**src/rtl/fadd_issue_arbiter_if.sv**
```systemverilog
// fadd_issue_arbiter_if: requester and result handshake bundle for fadd_issue_arbiter.
// The slave modport is the arbiter side; the master modport is the requester/consumer side.
interface fadd_issue_arbiter_if #(
    parameter int NUM_REQ = 2,
    parameter int TAG_W   = 4
);
    localparam int ID_W = $clog2(NUM_REQ);

    logic [NUM_REQ-1:0]       req_valid;
    logic [NUM_REQ-1:0]       req_ready;
    logic [NUM_REQ*32-1:0]    req_a;
    logic [NUM_REQ*32-1:0]    req_b;
    logic [NUM_REQ*TAG_W-1:0] req_tag;

    logic                     res_valid;
    logic                     res_ready;
    logic [31:0]              res_data;
    logic [ID_W-1:0]          res_id;
    logic [TAG_W-1:0]         res_tag;

    modport master (
        output req_valid, req_a, req_b, req_tag, res_ready,
        input  req_ready, res_valid, res_data, res_id, res_tag
    );

    modport slave (
        input  req_valid, req_a, req_b, req_tag, res_ready,
        output req_ready, res_valid, res_data, res_id, res_tag
    );
endinterface

```
**src/rtl/fadd_issue_arbiter.sv**
```systemverilog
// fadd_issue_arbiter: round-robin issue of NUM_REQ requesters into one shared,
// stall-free fadd pipeline. In-flight ops are tracked in a LATENCY-deep shift
// register; results land in a RES_DEPTH FIFO whose slots are reserved by a
// credit counter at issue time, so a result can never arrive to a full FIFO.
// Optional feature macro: FADD_ARB_PERF_EN adds perf_issue_cnt / perf_stall_cnt.
module fadd_issue_arbiter #(
    parameter int NUM_REQ   = 2,
    parameter int TAG_W     = 4,
    parameter int LATENCY   = 4,
    parameter int RES_DEPTH = 8
) (
    input  logic                clk,
    input  logic                rst_n,
    fadd_issue_arbiter_if.slave bus,
    output logic [31:0]         fadd_a,
    output logic [31:0]         fadd_b,
    input  logic [31:0]         fadd_result
`ifdef FADD_ARB_PERF_EN
    ,
    output logic [31:0]         perf_issue_cnt,
    output logic [31:0]         perf_stall_cnt
`endif
);

    localparam int ID_W  = $clog2(NUM_REQ);
    localparam int PTR_W = $clog2(RES_DEPTH);
    localparam int CNT_W = PTR_W + 1;

    localparam logic [ID_W:0]    NUM_REQ_X = (ID_W + 1)'(NUM_REQ);
    localparam logic [ID_W-1:0]  LAST_ID   = ID_W'(NUM_REQ - 1);
    localparam logic [CNT_W-1:0] FULL_CNT  = CNT_W'(RES_DEPTH);

    typedef struct packed {
        logic             v;
        logic [ID_W-1:0]  id;
        logic [TAG_W-1:0] tag;
    } trk_t;

    typedef struct packed {
        logic [31:0]      data;
        logic [ID_W-1:0]  id;
        logic [TAG_W-1:0] tag;
    } res_t;

    // Unpacked per-requester views of the packed operand buses
    logic [31:0]      a_arr   [NUM_REQ];
    logic [31:0]      b_arr   [NUM_REQ];
    logic [TAG_W-1:0] tag_arr [NUM_REQ];

    genvar gi;
    generate
        for (gi = 0; gi < NUM_REQ; gi++) begin : g_unpack
            assign a_arr[gi]   = bus.req_a[gi*32 +: 32];
            assign b_arr[gi]   = bus.req_b[gi*32 +: 32];
            assign tag_arr[gi] = bus.req_tag[gi*TAG_W +: TAG_W];
        end
    endgenerate

    // State
    logic [ID_W-1:0]  rr_q, rr_d;
    logic [CNT_W-1:0] credits_q, credits_d;
    trk_t             trk_q [LATENCY];
    trk_t             trk_d [LATENCY];

    res_t             mem [RES_DEPTH];
    logic [PTR_W-1:0] wr_q, wr_d;
    logic [PTR_W-1:0] rd_q, rd_d;
    logic [CNT_W-1:0] mem_cnt_q, mem_cnt_d;
    logic             head_valid_q, head_valid_d;
    res_t             head_q, head_d;

    logic             issue;
    logic [ID_W-1:0]  grant_id;
    logic [ID_W:0]    cand_x;
    logic [ID_W-1:0]  cand;

    logic             push;
    logic             pop;
    res_t             push_ent;
    logic             load_head;
    logic             mem_push;
    logic             mem_pop;

    // Round-robin search from rr_q; nothing is granted without a free credit or during reset
    always_comb begin
        issue    = 1'b0;
        grant_id = '0;
        cand_x   = '0;
        cand     = '0;
        if (rst_n && credits_q != '0) begin
            for (int off = 0; off < NUM_REQ; off++) begin
                cand_x = {1'b0, rr_q} + (ID_W + 1)'(off);
                if (cand_x >= NUM_REQ_X) begin
                    cand_x = cand_x - NUM_REQ_X;
                end
                cand = cand_x[ID_W-1:0];
                if (!issue && bus.req_valid[cand]) begin
                    issue    = 1'b1;
                    grant_id = cand;
                end
            end
        end
    end

    generate
        for (gi = 0; gi < NUM_REQ; gi++) begin : g_ready
            assign bus.req_ready[gi] = issue && (grant_id == ID_W'(gi));
        end
    endgenerate

    assign fadd_a = issue ? a_arr[grant_id] : 32'h0;
    assign fadd_b = issue ? b_arr[grant_id] : 32'h0;

    // Pointer advances past the winner only when something issued
    always_comb begin
        rr_d = rr_q;
        if (issue) begin
            rr_d = (grant_id == LAST_ID) ? '0 : grant_id + 1'b1;
        end
    end

    // Credits: one consumed per issue, one returned per result popped
    always_comb begin
        credits_d = credits_q - {{(CNT_W-1){1'b0}}, issue} + {{(CNT_W-1){1'b0}}, pop};
    end

    // In-flight tracker: slot LATENCY-1 lines up with fadd_result being valid
    always_comb begin
        trk_d[0] = '0;
        if (issue) begin
            trk_d[0].v   = 1'b1;
            trk_d[0].id  = grant_id;
            trk_d[0].tag = tag_arr[grant_id];
        end
        for (int k = 1; k < LATENCY; k++) begin
            trk_d[k] = trk_q[k-1];
        end
    end

    assign push          = trk_q[LATENCY-1].v;
    assign push_ent.data = fadd_result;
    assign push_ent.id   = trk_q[LATENCY-1].id;
    assign push_ent.tag  = trk_q[LATENCY-1].tag;
    assign pop           = head_valid_q && bus.res_ready;

    // FIFO = output head register + backing store; a push into an empty FIFO
    // goes straight to the head register, so res_valid follows one cycle later
    always_comb begin
        head_valid_d = head_valid_q;
        head_d       = head_q;
        rd_d         = rd_q;
        wr_d         = wr_q;
        load_head    = !head_valid_q || pop;
        mem_pop      = load_head && (mem_cnt_q != '0);
        mem_push     = push && !(load_head && (mem_cnt_q == '0));
        if (load_head) begin
            if (mem_cnt_q != '0) begin
                head_valid_d = 1'b1;
                head_d       = mem[rd_q];
                rd_d         = rd_q + 1'b1;
            end else if (push) begin
                head_valid_d = 1'b1;
                head_d       = push_ent;
            end else begin
                head_valid_d = 1'b0;
            end
        end
        if (mem_push) begin
            wr_d = wr_q + 1'b1;
        end
        mem_cnt_d = mem_cnt_q + {{(CNT_W-1){1'b0}}, mem_push}
                              - {{(CNT_W-1){1'b0}}, mem_pop};
    end

    // Backing store write port; contents need no reset since counts gate every read
    always_ff @(posedge clk) begin
        if (mem_push) begin
            mem[wr_q] <= push_ent;
        end
    end

    // State registers
    always_ff @(posedge clk or negedge rst_n) begin
        if (!rst_n) begin
            rr_q         <= '0;
            credits_q    <= FULL_CNT;
            for (int k = 0; k < LATENCY; k++) begin
                trk_q[k] <= '0;
            end
            wr_q         <= '0;
            rd_q         <= '0;
            mem_cnt_q    <= '0;
            head_valid_q <= 1'b0;
            head_q       <= '0;
        end else begin
            rr_q         <= rr_d;
            credits_q    <= credits_d;
            for (int k = 0; k < LATENCY; k++) begin
                trk_q[k] <= trk_d[k];
            end
            wr_q         <= wr_d;
            rd_q         <= rd_d;
            mem_cnt_q    <= mem_cnt_d;
            head_valid_q <= head_valid_d;
            head_q       <= head_d;
        end
    end

    assign bus.res_valid = head_valid_q;
    assign bus.res_data  = head_q.data;
    assign bus.res_id    = head_q.id;
    assign bus.res_tag   = head_q.tag;

`ifdef FADD_ARB_PERF_EN
    logic [31:0] perf_issue_q, perf_issue_d;
    logic [31:0] perf_stall_q, perf_stall_d;

    // Issue count and credit-starved request cycles, both free-running and wrapping
    always_comb begin
        perf_issue_d = perf_issue_q + {31'b0, issue};
        perf_stall_d = perf_stall_q + {31'b0, (|bus.req_valid) && (credits_q == '0)};
    end

    // Performance counter registers
    always_ff @(posedge clk or negedge rst_n) begin
        if (!rst_n) begin
            perf_issue_q <= '0;
            perf_stall_q <= '0;
        end else begin
            perf_issue_q <= perf_issue_d;
            perf_stall_q <= perf_stall_d;
        end
    end

    assign perf_issue_cnt = perf_issue_q;
    assign perf_stall_cnt = perf_stall_q;
`endif

    // A result arriving with every slot occupied and no pop would be lost
    a_no_overflow: assert property (@(posedge clk) disable iff (!rst_n)
        !(push && !pop && ((mem_cnt_q + {{(CNT_W-1){1'b0}}, head_valid_q}) == FULL_CNT)));

    a_credit_bound: assert property (@(posedge clk) disable iff (!rst_n)
        credits_q <= FULL_CNT);

endmodule

```
**src/flat_wrapper.sv**
```systemverilog
// flat-port wrapper written by rule: the top's interface ports become plain ports
module fadd_issue_arbiter_flat 
#(
    parameter int NUM_REQ   = 2,
    parameter int TAG_W     = 4,
    parameter int LATENCY   = 4,
    parameter int RES_DEPTH = 8
)
  (clk, rst_n, fadd_a, fadd_b, fadd_result, bus_req_valid, bus_req_a, bus_req_b, bus_req_tag, bus_res_ready, bus_req_ready, bus_res_valid, bus_res_data, bus_res_id, bus_res_tag);
  fadd_issue_arbiter_if #(.NUM_REQ(NUM_REQ), .TAG_W(TAG_W)) bus_i ();
  input  logic clk;
  input  logic rst_n;
  output logic [31:0] fadd_a;
  output logic [31:0] fadd_b;
  input  logic [31:0] fadd_result;
  input wire logic [$bits(bus_i.req_valid)-1:0] bus_req_valid;
  input wire logic [$bits(bus_i.req_a)-1:0] bus_req_a;
  input wire logic [$bits(bus_i.req_b)-1:0] bus_req_b;
  input wire logic [$bits(bus_i.req_tag)-1:0] bus_req_tag;
  input wire logic [$bits(bus_i.res_ready)-1:0] bus_res_ready;
  output wire logic [$bits(bus_i.req_ready)-1:0] bus_req_ready;
  output wire logic [$bits(bus_i.res_valid)-1:0] bus_res_valid;
  output wire logic [$bits(bus_i.res_data)-1:0] bus_res_data;
  output wire logic [$bits(bus_i.res_id)-1:0] bus_res_id;
  output wire logic [$bits(bus_i.res_tag)-1:0] bus_res_tag;
  assign bus_i.req_valid = bus_req_valid;
  assign bus_i.req_a = bus_req_a;
  assign bus_i.req_b = bus_req_b;
  assign bus_i.req_tag = bus_req_tag;
  assign bus_i.res_ready = bus_res_ready;
  assign bus_req_ready = bus_i.req_ready;
  assign bus_res_valid = bus_i.res_valid;
  assign bus_res_data = bus_i.res_data;
  assign bus_res_id = bus_i.res_id;
  assign bus_res_tag = bus_i.res_tag;
  fadd_issue_arbiter #(.NUM_REQ(NUM_REQ), .TAG_W(TAG_W), .LATENCY(LATENCY), .RES_DEPTH(RES_DEPTH)) u_core (.clk(clk), .rst_n(rst_n), .bus(bus_i), .fadd_a(fadd_a), .fadd_b(fadd_b), .fadd_result(fadd_result));
endmodule
```
**config.mk**
```make
export PLATFORM = sky130hd
export DESIGN_NAME = fadd_issue_arbiter_flat
export DESIGN_NICKNAME = d
export VERILOG_FILES = /design/src/rtl/fadd_issue_arbiter_if.sv /design/src/rtl/fadd_issue_arbiter.sv /design/src/flat_wrapper.sv
export SDC_FILE = /design/constraint.sdc
export NUM_CORES = 1
export LEC_CHECK = 0
export ABC_AREA = 1
export BUFFER_PORTS_ARGS = -buffer_cell sky130_fd_sc_hd__buf_2
export CAP_MARGIN = 10
export CELL_PAD_IN_SITES_DETAIL_PLACEMENT = 0
export CELL_PAD_IN_SITES_GLOBAL_PLACEMENT = 1
export CORE_MARGIN = 3
export CORE_UTILIZATION = 47
export CTS_CLUSTER_SIZE = 16
export DETAILED_ROUTE_END_ITERATION = 10
export MAX_ROUTING_LAYER = met4
export PLACE_DENSITY = 0.86
export SYNTH_ARGS = -nofsm -noshare
export SYNTH_HDL_FRONTEND = slang
export SYNTH_SLANG_ARGS = --single-unit
```
**constraint.sdc**
```tcl
create_clock -name clk -period 9.4 [get_ports clk]
set_input_delay 0.47 -clock clk [delete_from_list [all_inputs] [get_ports clk]]
set_output_delay 0.47 -clock clk [all_outputs]
set_load 0.02 [all_outputs]
```
==> metrics.txt <==
CP max-delay cell=nor2_4; min cycle time layout=3.46 ns; asr flop ratio synth=0.206; xor/xnor cell area share of the yosys netlist=0.00335; top cell type by total area after synthesis=edfxtp_1; design area=18600 sq um; DRC viols=0; I/O Buffers=276; ranking of synthesized cells by area=edfxtp_1 (57%), nand2_1 (15%), dfrtp_1 (12%); most instantiated cells after synthesis=nand2_1 (614), edfxtp_1 (296), nand3_1 (264); worst hold-check path type=in -> reg; Routed WL=slightly below 40000 um; WS Path Type=reg -> reg; crit path DAT=3.58 ns; total gr overflow=0; Max-cap violations=0; worst reg2reg path startpoint=u_core.mem_cnt_q[2]; GPL Wtd Cong=0.899; Initial Utilization=0.479; Leak=8.10 nW; I/O pin cnt=about 280; worst-skew pair later-pin latency=approximately 0.52 ns; Final Util=0.570; Setup Skew=0.0171 ns; sequential share of the synthesized area=0.690; maximum clock path buffer count=3; first-pass GRT wire length=just over 60000 um; fin. max-slew vios=0; Post-Syn Instances=1498; Ys Warns=0; CTS Sinks=373; final setup vio count=0; Synth Area in Compound Gates=0.00463; max incr delay on CP=~0.99 ns; Root Driver=clkbuf_16; hold path start=bus_req_tag[4]; Pre-Repair DR Iteration Count=7; CP startpoint kind=flop; worst path cell trace=inv_1 > ha_1 > nand3_4 > inv_1 > nand2_1 > nand2_1 > inv_1 > nand2_1 > nor2_4; Net count, final=around 1900; mux contribution to synthesized area=0; TritonCTS Buffers=38; EDFF count, synth=~300; worst path buffer plus inverter count=3; Slew HR=0.180; Post-Synth Adder-Cell Area=0.0121; Fmax=just under 0.3 GHz; PostCTS Resize Cnt=0; Hold Buf Count CTS=1; WL/cell=approximately 18 um; largest family of logic cells by synthesized area=simple AND/OR/NAND/NOR gates; run status=finished clean; area delta synth->final=18.9%; peak supply drop=about 0.15 mV; core area=32700 sq um; setup bufs post-CTS=0; initial antenna violation count=4; placed instance area=approximately 17000 sq um; RSZ-0062 raised after global routing=false; PD cells=299 nW/um^2; die area=roughly 36000 sq um; Vias per Instance=between 5 and 6; H-tree depth=2; HPWL Detailed=between 20000 and 25000 um; Synth Register Bits=roughly 370; via count of the first global-routing pass=~11000; die height=189 um; drt first-iter violations=about 940; CTS clk-pin slew, worst paths=0.06 ns; GRT Total Usage=0.225; ANT nets after route=0; final setup TNS=0 ns; endpoints failing hold=0; critical path launch point=u_core.mem_cnt_q[2]; post-synthesis simple-gate area fraction=0.256; DIE WIDTH=roughly 190 um; largest net degree at the start of global routing=98; Syn Nets=roughly 1700; proportion of layout cells with a drive suffix above 1=0.203; count leader, synth=nand2_1; Worst setup EP type=flop; Rows=66; Req. time, crit path=about 9.5 ns; CP top delay family=simple AND/OR/NAND/NOR gates; CP Max Fanout=76; final setup margin=a little under 6 ns; DR vias=11427; Worst Tran Pin Value=~1.2 ns; synthesized area per cell=roughly 10 sq um; Yosys top cell area share=0.567; Synth Cell Area=about 16000 sq um; Post-Place Setup Slack=around 5.9 ns; CTS tree=done; ys flop type=edfxtp_1; count of different cell masters after synthesis=22; Tcrit/Tclk final=0.368
[state kept, by name, summed over array words and instances (netlist names), 3 cells and up]
signal / count
u_core.bus.res_data: 32
u_core.bus.res_tag: 4
u_core.credits_q: 4
u_core.mem: 296
u_core.mem_cnt_q: 4
u_core.push_ent: 5
u_core.rd_q: 3
u_core.trk_d: 18
u_core.wr_q: 3
[kinds of logic (layout without fill, tap and decap cells)]
group                    Yosys count  in the layout
AND/OR/NAND/NOR                  977            977
flip-flops                       373            373
XOR/XNOR                           6              6
buffers and inverters            114            389
adder cells (fa/ha/maj)           14             14
AO/OA/AOI/OAI                     14             14
other                              0              4
[power by group]
part	leakage, nW	switching (mW)	total, mW	internal (mW)
clock network	0.581	0.590	1.44	0.852
registers	3.63	0.146	2.23	2.08
logic	3.88	1.32	1.90	0.576
total	8.10	2.06	5.57	3.51
[worst register-to-register path, cell delays in order (launching register included)]
cell	delay (ns)
dfrtp_1	0.33
inv_1	0.05
ha_1	0.22
nand3_4	0.71
inv_1	0.17
nand2_1	0.10
nand2_1	0.07
inv_1	0.15
nand2_1	0.26
nor2_4	0.99
[final cells by class]
| type | count | area (sq um) |
|---|---|---|
| clock inverter | 9 | 67.6 |
| inverter | 27 | 104 |
| multi-input combinational | 1011 | 4410 |
| sequential | 373 | 10800 |
| fill | 2803 | 14100 |
| tap | 442 | 553 |
| antenna | 4 | 10.0 |
| timing repair buffer | 292 | 1530 |
| clock buffer | 61 | 1130 |
[routing by layer]
metal	up-vias	global-route usage	part of all wire
met5	-	-	0
met1	5422	0.308	0.44
met4	0	0.0521	0.018
li1	5512	-	-
met2	420	0.358	0.47
met3	73	0.0383	0.070
[cell usage in the layout (no fill, tap or decap), drive strengths merged]
| cell type | instances |
|---|---|
| fa | 2 |
| xor2 | 3 |
| dfstp | 1 |
| nand3 | 264 |
| clkinv | 7 |
| o211ai | 1 |
| edfxtp | 296 |
| or2 | 1 |
| buf | 291 |
| ha | 12 |
| a21oi | 2 |
| dfrtp | 76 |
| diode | 4 |
| dlygate4sd3 | 1 |
| nand2 | 614 |
| nor2 | 98 |
| xnor2 | 3 |
| clkbuf | 61 |
| o21ai | 11 |
| inv | 28 |
| bufinv | 1 |
[metrics by stage]
stage                     cells  power, mW  hold WS (ns)
after floorplan            1498       3.56         0.174
after global placement     2143       4.12         0.332
after detailed placement   2143       4.16         0.335
after CTS                  2214       5.61         0.190
after global routing       2219       5.93         0.199
final                      2219       5.57         0.197
[final timing paths]
path / to / slack, ns / depth (start not counted)
min in group asynchronous: u_core.bus.res_data[0] / 0.44 / 2
max in group asynchronous: u_core.rd_q[0] / 7.78 / 3
min reg2reg: u_core.trk_d[4] / 0.33 / 0
min: u_core.trk_d[12] / 0.20 / 3
max reg2reg: u_core.mem[5][14] / 5.94 / 9
max: u_core.mem[5][14] / 5.94 / 9
No activity file was read; power rests on OpenSTA's default activity.
